### src/rtl/text_console_writer_if.sv
// rtl/text_console_writer_if.sv - byte stream and text memory port A bundle
// Purpose : groups the incoming byte handshake and the port A write bus.
// Signals : char_in/char_valid/char_ready - byte stream (valid/ready)
//           mem_we/mem_addr/mem_data      - text memory port A (wea/addra/dina)
// Modports: master - byte source / memory observer
//           slave  - the console writer
interface text_console_writer_if;
    logic [7:0]  char_in;
    logic        char_valid;
    logic        char_ready;
    logic        mem_we;
    logic [11:0] mem_addr;
    logic [7:0]  mem_data;

    modport master (
        output char_in, char_valid,
        input  char_ready, mem_we, mem_addr, mem_data
    );

    modport slave (
        input  char_in, char_valid,
        output char_ready, mem_we, mem_addr, mem_data
    );
endinterface

### src/rtl/text_console_writer.sv
// rtl/text_console_writer.sv - byte stream to text framebuffer port A writer
// Purpose : keeps a cursor over an 80x30 text screen, writes printable bytes,
//           interprets CR/LF/BS/FF and blanks the screen or the new line.
// Ports   : i_clk, i_rst (async, active high)
//           bus          - slave side of text_console_writer_if
//           o_cursor_col - current column 0..COLS-1
//           o_cursor_row - current row 0..ROWS-1
//           o_busy       - high during a screen or line clear
module text_console_writer #(
    parameter int         COLS  = 80,
    parameter int         ROWS  = 30,
    parameter logic [7:0] BLANK = 8'h20
) (
    input  logic                  i_clk,
    input  logic                  i_rst,
    text_console_writer_if.slave  bus,
    output logic [6:0]            o_cursor_col,
    output logic [4:0]            o_cursor_row,
    output logic                  o_busy
);
    localparam logic [11:0] LAST_CELL = 12'(COLS * ROWS - 1);

    typedef enum logic [1:0] {
        S_CLR_SCREEN,
        S_IDLE,
        S_WRITE,
        S_CLR_LINE
    } state_t;

    state_t      r_state;
    logic [6:0]  r_col;
    logic [4:0]  r_row;
    logic [7:0]  r_byte;
    logic        r_adv;     // WRITE advances the cursor (printable) or not (BS)
    logic [11:0] r_cnt;     // next cell / offset to blank during clears
    logic        r_we;
    logic [11:0] r_addr;
    logic [7:0]  r_data;
    logic        r_ready;
    logic        r_busy;

    logic        w_accept;
    logic [4:0]  w_next_row;
    logic [11:0] w_cur_addr;
    logic [11:0] w_bs_addr;
    logic [11:0] w_row_base;
    logic [11:0] w_next_base;

    function automatic logic [11:0] cell_addr(input logic [6:0] c, input logic [4:0] r);
        return {5'd0, c} + {7'd0, r} * 12'(COLS);
    endfunction

    // Acceptance is qualified by the registered ready the upstream sees.
    assign w_accept    = (r_state == S_IDLE) && r_ready && bus.char_valid;
    assign w_next_row  = (r_row == 5'(ROWS - 1)) ? 5'd0 : r_row + 5'd1;
    assign w_cur_addr  = cell_addr(r_col, r_row);
    assign w_bs_addr   = cell_addr(r_col - 7'd1, r_row);
    assign w_row_base  = cell_addr(7'd0, r_row);
    assign w_next_base = cell_addr(7'd0, w_next_row);

    // Outputs are registered from the state being entered, so each write is
    // visible on the bus in the cycle that state occupies.
    always_ff @(posedge i_clk or posedge i_rst) begin
        if (i_rst) begin
            r_state <= S_CLR_SCREEN;
            r_col   <= '0;
            r_row   <= '0;
            r_byte  <= BLANK;
            r_adv   <= 1'b0;
            r_cnt   <= '0;
            r_we    <= 1'b0;
            r_addr  <= '0;
            r_data  <= BLANK;
            r_ready <= 1'b0;
            r_busy  <= 1'b1;
        end else begin
            case (r_state)
                S_CLR_SCREEN: begin
                    r_we    <= 1'b1;
                    r_addr  <= r_cnt;
                    r_data  <= BLANK;
                    r_ready <= 1'b0;
                    r_busy  <= 1'b1;
                    if (r_cnt == LAST_CELL) begin
                        r_cnt   <= '0;
                        r_col   <= '0;
                        r_row   <= '0;
                        r_state <= S_IDLE;
                    end else begin
                        r_cnt <= r_cnt + 12'd1;
                    end
                end

                S_IDLE: begin
                    r_we    <= 1'b0;
                    r_ready <= 1'b1;
                    r_busy  <= 1'b0;
                    if (w_accept) begin
                        if (bus.char_in >= 8'h20 && bus.char_in <= 8'h7E) begin
                            r_byte  <= bus.char_in;
                            r_adv   <= 1'b1;
                            r_we    <= 1'b1;
                            r_addr  <= w_cur_addr;
                            r_data  <= bus.char_in;
                            r_ready <= 1'b0;
                            r_state <= S_WRITE;
                        end else begin
                            case (bus.char_in)
                                8'h0D: r_col <= '0;
                                8'h0A: begin
                                    r_col   <= '0;
                                    r_row   <= w_next_row;
                                    r_we    <= 1'b1;
                                    r_addr  <= w_next_base;
                                    r_data  <= BLANK;
                                    r_cnt   <= 12'd1;
                                    r_ready <= 1'b0;
                                    r_busy  <= 1'b1;
                                    r_state <= S_CLR_LINE;
                                end
                                8'h08: begin
                                    if (r_col != 7'd0) begin
                                        r_col   <= r_col - 7'd1;
                                        r_byte  <= BLANK;
                                        r_adv   <= 1'b0;
                                        r_we    <= 1'b1;
                                        r_addr  <= w_bs_addr;
                                        r_data  <= BLANK;
                                        r_ready <= 1'b0;
                                        r_state <= S_WRITE;
                                    end
                                end
                                8'h0C: begin
                                    r_cnt   <= '0;
                                    r_ready <= 1'b0;
                                    r_busy  <= 1'b1;
                                    r_state <= S_CLR_SCREEN;
                                end
                                default: ;
                            endcase
                        end
                    end
                end

                S_WRITE: begin
                    if (r_adv && r_col == 7'(COLS - 1)) begin
                        r_col   <= '0;
                        r_row   <= w_next_row;
                        r_we    <= 1'b1;
                        r_addr  <= w_next_base;
                        r_data  <= BLANK;
                        r_cnt   <= 12'd1;
                        r_busy  <= 1'b1;
                        r_state <= S_CLR_LINE;
                    end else begin
                        if (r_adv) begin
                            r_col <= r_col + 7'd1;
                        end
                        r_we    <= 1'b0;
                        r_ready <= 1'b1;
                        r_state <= S_IDLE;
                    end
                end

                S_CLR_LINE: begin
                    if (r_cnt == 12'(COLS)) begin
                        r_we    <= 1'b0;
                        r_ready <= 1'b1;
                        r_busy  <= 1'b0;
                        r_cnt   <= '0;
                        r_state <= S_IDLE;
                    end else begin
                        r_we   <= 1'b1;
                        r_addr <= w_row_base + r_cnt;
                        r_data <= BLANK;
                        r_cnt  <= r_cnt + 12'd1;
                    end
                end

                default: r_state <= S_CLR_SCREEN;
            endcase
        end
    end

    assign bus.char_ready = r_ready;
    assign bus.mem_we     = r_we;
    assign bus.mem_addr   = r_addr;
    assign bus.mem_data   = r_data;
    assign o_cursor_col   = r_col;
    assign o_cursor_row   = r_row;
    assign o_busy         = r_busy;
endmodule

### src/flat_wrapper.sv
// flat-port wrapper written by rule: the top's interface ports become plain ports
module text_console_writer_flat 
#(
    parameter int         COLS  = 80,
    parameter int         ROWS  = 30,
    parameter logic [7:0] BLANK = 8'h20
)
  (i_clk, i_rst, o_cursor_col, o_cursor_row, o_busy, bus_char_in, bus_char_valid, bus_char_ready, bus_mem_we, bus_mem_addr, bus_mem_data);
  text_console_writer_if bus_i ();
  input  logic i_clk;
  input  logic i_rst;
  output logic [6:0] o_cursor_col;
  output logic [4:0] o_cursor_row;
  output logic o_busy;
  input wire logic [$bits(bus_i.char_in)-1:0] bus_char_in;
  input wire logic [$bits(bus_i.char_valid)-1:0] bus_char_valid;
  output wire logic [$bits(bus_i.char_ready)-1:0] bus_char_ready;
  output wire logic [$bits(bus_i.mem_we)-1:0] bus_mem_we;
  output wire logic [$bits(bus_i.mem_addr)-1:0] bus_mem_addr;
  output wire logic [$bits(bus_i.mem_data)-1:0] bus_mem_data;
  assign bus_i.char_in = bus_char_in;
  assign bus_i.char_valid = bus_char_valid;
  assign bus_char_ready = bus_i.char_ready;
  assign bus_mem_we = bus_i.mem_we;
  assign bus_mem_addr = bus_i.mem_addr;
  assign bus_mem_data = bus_i.mem_data;
  text_console_writer #(.COLS(COLS), .ROWS(ROWS), .BLANK(BLANK)) u_core (.i_clk(i_clk), .i_rst(i_rst), .bus(bus_i), .o_cursor_col(o_cursor_col), .o_cursor_row(o_cursor_row), .o_busy(o_busy));
endmodule
### config.mk
export PLATFORM = sky130hd
export DESIGN_NAME = text_console_writer_flat
export DESIGN_NICKNAME = d
export VERILOG_FILES = /design/src/rtl/text_console_writer_if.sv /design/src/rtl/text_console_writer.sv /design/src/flat_wrapper.sv
export SDC_FILE = /design/constraint.sdc
export NUM_CORES = 1
export LEC_CHECK = 0
export CORE_ASPECT_RATIO = 0.8
export CORE_MARGIN = 3
export CORE_UTILIZATION = 49
export CTS_CLUSTER_SIZE = 14
export DETAILED_ROUTE_END_ITERATION = 7
export PLACE_DENSITY = 0.73
export SYNTH_ARGS = -nofsm -noshare
export SYNTH_HDL_FRONTEND = slang
export SYNTH_SLANG_ARGS = --single-unit
export TNS_END_PERCENT = 5
### constraint.sdc
create_clock -name i_clk -period 5.85 [get_ports i_clk]
set_clock_uncertainty 0.05 [all_clocks]
set_input_delay 0.8775 -clock i_clk [delete_from_list [all_inputs] [get_ports i_clk]]
set_output_delay 0.8775 -clock i_clk [all_outputs]
set_load 0.005 [all_outputs]
Word-level counts from Yosys, hierarchy flattened
Index checks and enable logic that the tools add are counted.
Widths: inputs -> output; s select.
{"block": "totals", "in_bits": 11, "out_inout_bits": 35, "elab_cells": 133, "ff_bits": 50}
{"block": "op_classes", "n_reduce_logical": 19, "magnitude_cmp": 2, "eq_ne": 26, "muxes": 67, "add_sub_neg": 7, "n_mul": 2}
{"cell": "$mux 12", "n": 10}
{"cell": "$pmux 12 s4", "n": 2}
{"cell": "$pmux 12 s2", "n": 2}
{"cell": "$mux 7", "n": 6}
{"cell": "$mux 8", "n": 5}
{"cell": "$eq 8x4->1 const B", "n": 4}
{"cell": "$pmux 8 s4", "n": 1}
{"cell": "$mux 5", "n": 6}
{"cell": "$add 7x12->12", "n": 2}
{"cell": "$pmux 7 s3", "n": 1}
{"cell": "$mux 1", "n": 18}
{"cell": "$mul 5x3->8 const B", "n": 2}
{"cell": "$pmux 8 s2", "n": 1}
{"cell": "$pmux 5 s3", "n": 1}
{"cell": "$pmux 7 s2", "n": 1}
{"cell": "$add 12x1->12 const B", "n": 1}
{"cell": "$add 12x12->12", "n": 1}
{"cell": "$eq 12x12->1 const B", "n": 1}
{"cell": "$eq 12x7->1 const B", "n": 1}
{"cell": "$mux 2", "n": 6}
{"cell": "$pmux 1 s4", "n": 3}
{"cell": "$reduce_and 5->1", "n": 2}
{"cell": "$ne 3x3->1 const B", "n": 3}
{"cell": "$ge 8x6->1 const B", "n": 1}
{"cell": "other kinds (26)", "n": 42}

Logic depth before layout (Yosys ltp)
Gate-level depths: netlist of run 1.
{"block": "depth", "ltp_word": 7, "ltp_mapped": 15, "depth_no_buf": 14}

Worst setup path before layout of run 1
No wires, ideal clock.
{"block": "synth_path", "path_kind": "reg2reg", "startpoint": "reg u_core.r_row[1], in the netlist u_core.o_cursor_row[1]", "endpoint": "reg u_core.r_addr[11], in the netlist u_core.bus.mem_addr[11]", "required_ps": 5701, "path_stages_with_launch": 16, "setup_time_ps": 99, "arrival_time_ps": 3023, "n_path_buf": 1, "setup_slack_ps": 2678, "path_cell_list": "dfrtp_1 > inv_1 > ha_1 > and4_1 > clkbuf_1 > nor2_1 > ha_1 > ha_1 > inv_1 > fa_1 > inv_1 > a21oi_1 > nor2_1 > nor2_1 > or4_1 > a311oi_1"}
{"block": "synth_between", "elab_chain_cells": 7}
{"element": "start, declared", "line_no": "text_console_writer.sv:32", "rtl": "logic [4:0] r_row;"}
{"element": "start signal, assigned", "line_no": "text_console_writer.sv:112", "rtl": "r_row <= w_next_row;"}
{"element": "start signal, assigned", "line_no": "text_console_writer.sv:148", "rtl": "r_row <= w_next_row;"}
{"element": "$mul 5x3->8 (tied with other cells)", "line_no": "text_console_writer.sv:50", "rtl": "return {5'd0, c} + {7'd0, r} * 12'(COLS);"}
{"element": "$add 7x12->12 / $mux 5 (equally long branches)", "line_no": "text_console_writer.sv:50, text_console_writer.sv:55"}
{"element": "$mux 12 / $mul 5x3->8 (equally long branches)", "line_no": "text_console_writer.sv:122, text_console_writer.sv:50"}
{"element": "$pmux 12 s2", "line_no": "text_console_writer.sv:108", "rtl": "case (bus.char_in)"}
{"element": "$mux 12", "line_no": "text_console_writer.sv:99", "rtl": "if (bus.char_in >= 8'h20 && bus.char_in <= 8'h7E) begin"}
{"element": "$mux 12", "line_no": "text_console_writer.sv:98", "rtl": "if (w_accept) begin"}
{"element": "$pmux 12 s4 *", "line_no": "text_console_writer.sv:77", "rtl": "case (r_state)"}
{"element": "end signal, assigned", "line_no": "text_console_writer.sv:80", "rtl": "r_addr <= r_cnt;"}
{"element": "end signal, assigned", "line_no": "text_console_writer.sv:103", "rtl": "r_addr <= w_cur_addr;"}
{"element": "end signal, assigned", "line_no": "text_console_writer.sv:114", "rtl": "r_addr <= w_next_base;"}
{"element": "end, declared", "line_no": "text_console_writer.sv:37", "rtl": "logic [11:0] r_addr;"}
Every way passes the cells marked *; elsewhere a longest branch is shown, timed or not. The select of a mux whose other input is x is not followed.
A chain may end at the register's enable or synchronous reset.

Worst setup path after layout of run 1
{"block": "layout_path", "startpoint": "in bus_char_in[5]", "endpoint": "reg u_core.r_addr[8], in the netlist u_core.bus.mem_addr[8]"}
{"block": "layout_between", "elab_chain_cells": 5}
{"element": "start, declared", "line_no": "flat_wrapper.sv:15", "rtl": "input wire logic [$bits(bus_i.char_in)-1:0] bus_char_in;"}
{"element": "$ge 8x6->1 (tied with other cells)", "line_no": "text_console_writer.sv:99"}
{"element": "$logic_and 1x1->1 / $pmux 12 s2 (equally long branches)", "line_no": "text_console_writer.sv:99, text_console_writer.sv:108"}
{"element": "$mux 12", "line_no": "text_console_writer.sv:99"}
{"element": "$mux 12", "line_no": "text_console_writer.sv:98"}
{"element": "$pmux 12 s4", "line_no": "text_console_writer.sv:77"}
Parallel ways exist; a longest one is shown, timed or not. The select of a mux whose other input is x is not followed.

==> metrics.yaml, run 1 <==
die_area_um2: 10100
post-route-min-period_ps: 3850
async_flop_share_pct: 100
htreeDepth: 2
arrival_ps: 4040
synth-edff-count: 0
start_util_pct: 50.8
reg2regPathDepth: 14
grt_pass1_wl_mm: 20.9
ir_worst_vdd_mv: 0.134
avgSynthCellArea_um2: 8.11
clock_path_buffers: 2
tightest_slew_ps: 1210
synth.distinct_cells: 70
first_pass_iters: 5
worst_skew_pair.late_latency_ps: 310
syn_nets: 589
die_w_um: 112
area_growth_pct: 13.4
drc: 0
seq_area_um2: 1250
fin_crit_sh_pct: 65.8
core_area_um2: 8600
wire_per_inst_um: 19.1
cts_tree: "done"
r2r-end: "u_core.bus.mem_addr[11]"
drt-total-wl_mm: 12.9
track_usage_pct: 25.2
place.gp.congestion: 0.929
crit_top_cell: "o21ai_1"
hold_depth: 2
timing.setup.tns_ps: 0
vias: 4252
holdWs_ps: 424
p_per_area_nw_per_um2: 127
cts_resized: 0
cts_buffers: 5
netlist_area_um2: 4370
pin_count: 46
slew_headroom_pct: 19.1
viasPerCell: 6.30
initialDrtViolationCount: 474
numClockSinks: 50
ff2ff_setup_slack_ps: 2110
min_path_type: "reg -> reg"
hold_end: "u_core.bus.mem_data[6]"
n_fill_cell: 823
holdBufCountCts: 0
worstPathCellList: "clkdlybuf4s50_1, or4b_1, nor4_1, o21ai_1, a221oi_2, o21ai_0, o21ai_1"
ys.flop_type: "dfrtp_1"
worstSetupPathType: "in -> reg"
syn_inst: 539
max_freq_mhz: 260
path_clk_slew_ps: 100
cp-start-kind: "input port"
slew_viol_final: 0
multi_input_area_um2: 2880
hold_violations: 0
required_ps: 6040
fin_area_um2: 4960
antenna_found_initial: 0
port_buffers: 45
ys_ff_latch: 50
cts-root-buf: "clkbuf_8"
total_leakage_power_nw: 2.15
drv_cap: 0
placed_area_um2: 4840
finalSetupViolations: 0
p_total_mw: 0.632
status: "finished clean"
endpoint_kind: "flip-flop"
max_stage_delay_ps: 970
diodes: 0
critPathSlowestCell: "a221oi_2"
dpl.hpwl_mm: 9.39
rsz0062_at_grt: "false"
hold_start: "u_core.bus.mem_data[6]"
grt_max_degree: 51
core.rowCount: 30
yosysWarningCount: 0
postLayoutCoreUtil_pct: 57.7
grt_pass1_vias: 3889
final_layout_size_suffix_gt1_share_pct: 4.97
cp_max_fo: 17
gr-total-overflow: 0
cp-startpoint: "bus_char_in[5]"
fin_nets: 612
ant_nets: 0
die_h_um: 90.5
post_cts_buffers: 0
reg2reg_from: "u_core.o_cursor_row[1]"
yosysSeqAreaShare_pct: 28.7
-- stage by stage --
| stage | setup WS (ps) | cells |
|---|---|---|
| 2_1_floorplan | 2680 | 539 |
| 3_3_place_gp | 2070 | 667 |
| 3_5_place_dp | 1890 | 667 |
| 4_1_cts | 2130 | 675 |
| 5_1_grt | 1810 | 675 |
| 6_report | 2000 | 675 |
-- metal layers --
layer,global-route usage (%),wire (µm),up-vias
met1,37.9,6180,2037
met4,5.78,253,0
li1,-,-,2001
met2,37.9,5510,188
met5,0,0,-
met3,4.29,933,26
-- how the worst max path moves through the flow --
stage                                   end  slack, ps  cells past startpoint
detailed placement   u_core.bus.mem_addr[5]       1890                      7
floorplan           u_core.bus.mem_addr[11]       2680                     15
CTS                 u_core.bus.mem_addr[11]       2130                     14
finish               u_core.bus.mem_addr[8]       2000                      7
global placement     u_core.bus.mem_addr[8]       2070                      7
global route        u_core.bus.mem_addr[11]       1810                     14
-- cells in the mapped netlist (7+ instances only) --
library cell / instances / area (µm²)
nand2_1: 64 / 240
dfrtp_1: 48 / 1200
nor2_1: 42 / 158
o21ai_0: 41 / 205
ha_1: 34 / 425
a21oi_1: 27 / 135
inv_1: 26 / 97.6
clkbuf_1: 24 / 90.1
nand3_1: 24 / 120
o21ai_1: 24 / 120
xnor2_1: 14 / 123
xor2_1: 12 / 105
nor3_1: 11 / 55.1
a221oi_1: 10 / 87.6
a211oi_1: 7 / 52.6
and3_1: 7 / 43.8
nand2b_1: 7 / 43.8
o31ai_1: 7 / 52.6
-- worst max-delay path: cells and delay by family --
kind	cells	cell delay, ps
AOI/OAI and AO/OA	4	1650
buffers and inverters	1	480
and+or+nand+nor	2	1020
-- flip-flops by register name, summed over array words and instances (netlist names) --
name	cells
u_core.bus.mem_addr	12
u_core.r_cnt	12
u_core.bus.mem_data	8
u_core.o_cursor_col	7
u_core.o_cursor_row	5
u_core.r_state	2
u_core.bus.char_ready	1
u_core.bus.mem_we	1
u_core.o_busy	1
u_core.r_adv	1
-- cell families after synthesis --
logic type,Yosys count,synth area share (%)
xor gates and xnor gates,27,5.73
AOI/OAI and AO/OA,165,24.5
DFF,50,28.7
buffers and inverters,58,5.33
adders and majority gates,39,12.0
muxes,7,1.86
and+or+nand+nor,193,21.8
-- where the power goes --
group | switching (mW) | internal (mW)
combinational | 0.0212 | 0.0113
sequential | 0 | 0.345
clock | 0.125 | 0.128
total | 0.147 | 0.485
-- placed cells by master, fill, tap and decap left out, types with 4 or more instances in the layout --
cell type,n
nor3_1,11
o31ai_1,7
ha_1,34
mux2i_1,4
o21ai_1,24
nand3_1,24
o21ai_0,41
and2_1,5
xor2_1,12
a31oi_1,6
o21a_1,6
and3_1,7
a221oi_1,10
nor2_1,42
xnor2_1,14
a211oi_1,7
a21o_1,6
clkdlybuf4s50_1,45
a21oi_1,27
clkbuf_8,5
nand2b_1,7
nand2_1,64
inv_1,25
fa_1,5
dfrtp_1,48
-- layout make-up --
| cell class | count | share of cell area, % |
|---|---|---|
| inverter | 27 | 2.04 |
| clock buffer | 5 | 1.39 |
| multi-input combinational | 431 | 58.2 |
| clock inverter | 3 | 0.884 |
| sequential | 50 | 25.3 |
| timing repair buffer | 47 | 9.39 |
| tap | 112 | 2.83 |
(Power assumes the default switching activity.)
==> inputs of run 2 (changes only) <==
==> constraint.sdc (replaced) <==
create_clock -name i_clk -period 3.73 [get_ports i_clk]
set_clock_uncertainty 0.05 [all_clocks]
set_input_delay 0.5595 -clock i_clk [delete_from_list [all_inputs] [get_ports i_clk]]
set_output_delay 0.5595 -clock i_clk [all_outputs]
set_load 0.005 [all_outputs]
==> metrics.yaml, run 2 (synthesis results as in run 1) <==
grt_pass1_vias: 3935  # +1.2%
antenna_found_initial: 0  # unchanged
dpl.hpwl_mm: 9.75  # +3.8%
worstSetupPathType: "reg -> reg"
clkPwrFrac_pct: 38.2  # -2.0 points
arrival_ps: 3540  # -500 ps
grt_max_degree: 51  # unchanged
place.gp.congestion: 0.945  # +1.7%
tightest_slew_ps: 1080  # -134 ps
rsz0062_at_grt: "false"
cts_buffers: 5  # unchanged
ant_nets: 0  # unchanged
max_freq_mhz: 298
holdBufCountCts: 0  # unchanged
grt_pass1_wl_mm: 20.7  # -0.89%
total_leakage_power_nw: 2.22  # +3.4%
dp_cells: 683  # +2.4%
track_usage_pct: 25.0  # -0.26 points
n_fill_cell: 796  # -3.3%
min_path_type: "reg -> reg"
start_util_pct: 50.8  # unchanged
post_cts_buffers: 0  # unchanged
gr-total-overflow: 0  # unchanged
die_w_um: 112  # unchanged
drc: 0  # unchanged
power_switching_mw: 0.259  # +76%
htreeDepth: 2  # unchanged
slew_headroom_pct: 27.9  # +8.8 points
cts_tree: "done"
numClockSinks: 50  # unchanged
timing.setup.tns_ps: 0  # unchanged
die_h_um: 90.5  # unchanged
hold_violations: 0  # unchanged
placed_area_um2: 4960  # +2.5%
status: "finished clean"
ir_worst_vdd_mv: 0.146  # +9.0%
endpoint_kind: "flip-flop"
finalSetupViolations: 0  # unchanged
final_layout_size_suffix_gt1_share_pct: 7.60  # +2.6 points
port_buffers: 45  # unchanged
core_area_um2: 8600  # unchanged
cts_resized: 0  # unchanged
diodes: 0  # unchanged
layout_commonest_cell: "nand2_1"
seq_area_um2: 1250  # unchanged
fin_area_um2: 5060  # +2.1%
path_clk_slew_ps: 110  # about the same
drv_cap: 0  # unchanged
pwr-share-comb_pct: 5.3  # +0.2 points
fin_crit_sh_pct: 90.1
postLayoutCoreUtil_pct: 58.9  # +1.2 points
drt-total-wl_mm: 12.8  # -0.39%
pin_count: 46  # unchanged
core.rowCount: 30  # unchanged
multi_input_area_um2: 2880  # unchanged
viasPerCell: 6.26  # -0.55%
finalNonFillerCells: 691  # +2.4%
initialDrtViolationCount: 433  # -8.6%
post-route-min-period_ps: 3360
p_per_area_nw_per_um2: 189  # +49%
first_pass_iters: 5  # unchanged
slew_viol_final: 0  # unchanged
clock_path_buffers: 2  # unchanged
fin_nets: 628  # +2.6%
mostFrequentLayoutCells: "nand2_1, dfrtp_1, clkdlybuf4s50_1, nor2_1, o21ai_0"
pwr-share-seq_pct: 56.6  # +1.9 points
cts-root-buf: "clkbuf_8"
wire_per_inst_um: 18.6  # -2.7%
vias: 4329  # +1.8%
area_growth_pct: 15.8
worst_skew_pair.late_latency_ps: 330  # +20 ps
cp-start-kind: "flip-flop"
p_int_mw: 0.700  # +44%
cp_max_fo: 7  # -10
die_area_um2: 10100  # unchanged
required_ps: 3910  # -2130 ps
sw_frac_of_total_pct: 27.0  # +3.8 points
==> run 2: cell count changes in the layout (fill, tap and decap cells not counted) <==
cell / delta
buf_4: +16
clkinv_4: +2
bufinv_16: -1
clkinv_2: -1
inv_6: -1
inv_8: +1
==> run 2: worst paths after layout <==
check	startpoint	end	slack, ps	cells past startpoint
max in group asynchronous	i_rst	u_core.bus.mem_addr[10]	2190	2
worst min-delay path	u_core.bus.mem_data[5]	u_core.bus.mem_data[5]	420	2
worst min register to register	u_core.bus.mem_data[5]	u_core.bus.mem_data[5]	420	2
worst max register to register	u_core.o_cursor_row[1]	u_core.bus.mem_addr[11]	370	14
worst max-delay path	u_core.o_cursor_row[1]	u_core.bus.mem_addr[11]	370	14
min in group asynchronous	i_rst	u_core.bus.char_ready	760	2
==> run 2: area by class of cell <==
| type | count | area share (%) |
|---|---|---|
| multi-input cells | 431 | 57.0 |
| well taps | 112 | 2.77 |
| repair buffers | 63 | 11.6 |
| clock buffers | 5 | 1.36 |
| clock inverters | 3 | 0.569 |
| flip-flops and latches | 50 | 24.8 |
| inverters | 27 | 2.00 |
==> run 2: power by group through the flow <==
stage / registers (mW) / logic (mW) / clock network (mW)
floorplan: 0.552 / 0.0283 / 0
global placement: 0.552 / 0.0497 / 0
detailed placement: 0.552 / 0.0500 / 0
CTS: 0.542 / 0.0503 / 0.369
global route: 0.542 / 0.0561 / 0.388
finish: 0.542 / 0.0507 / 0.366
==> run 2: routing by layer <==
metal / track usage (%) / wire [µm] / part of all wire, % / vias to the layer above
met1: 36.7 / 5970 / 47 / 2057
met5: 0 / 0 / 0 / -
li1: - / - / - / 2040
met2: 38.6 / 5640 / 44 / 208
met4: 5.57 / 183 / 1.4 / 0
met3: 4.22 / 1030 / 8.0 / 24
==> run 2: critical path, cell delays in order (launching register included) <==
cell      delay (ps)
dfrtp_1          460
inv_1            130
ha_1             190
and4_1           300
nor2_1           140
ha_1             300
ha_1             160
inv_1             60
fa_1             400
inv_1             70
a21oi_1           50
nor2_1           190
nor2_1            70
or4_1            420
a311oi_1         270
==> run 2: stage by stage <==
step                total power [mW]  hold WS, ps  worst slack, ps
CTS                            0.962          421              372
floorplan                      0.581          394              558
finish                         0.958          420              370
detailed placement             0.602          406              303
global route                   0.986          446              118
global placement               0.602          404              418
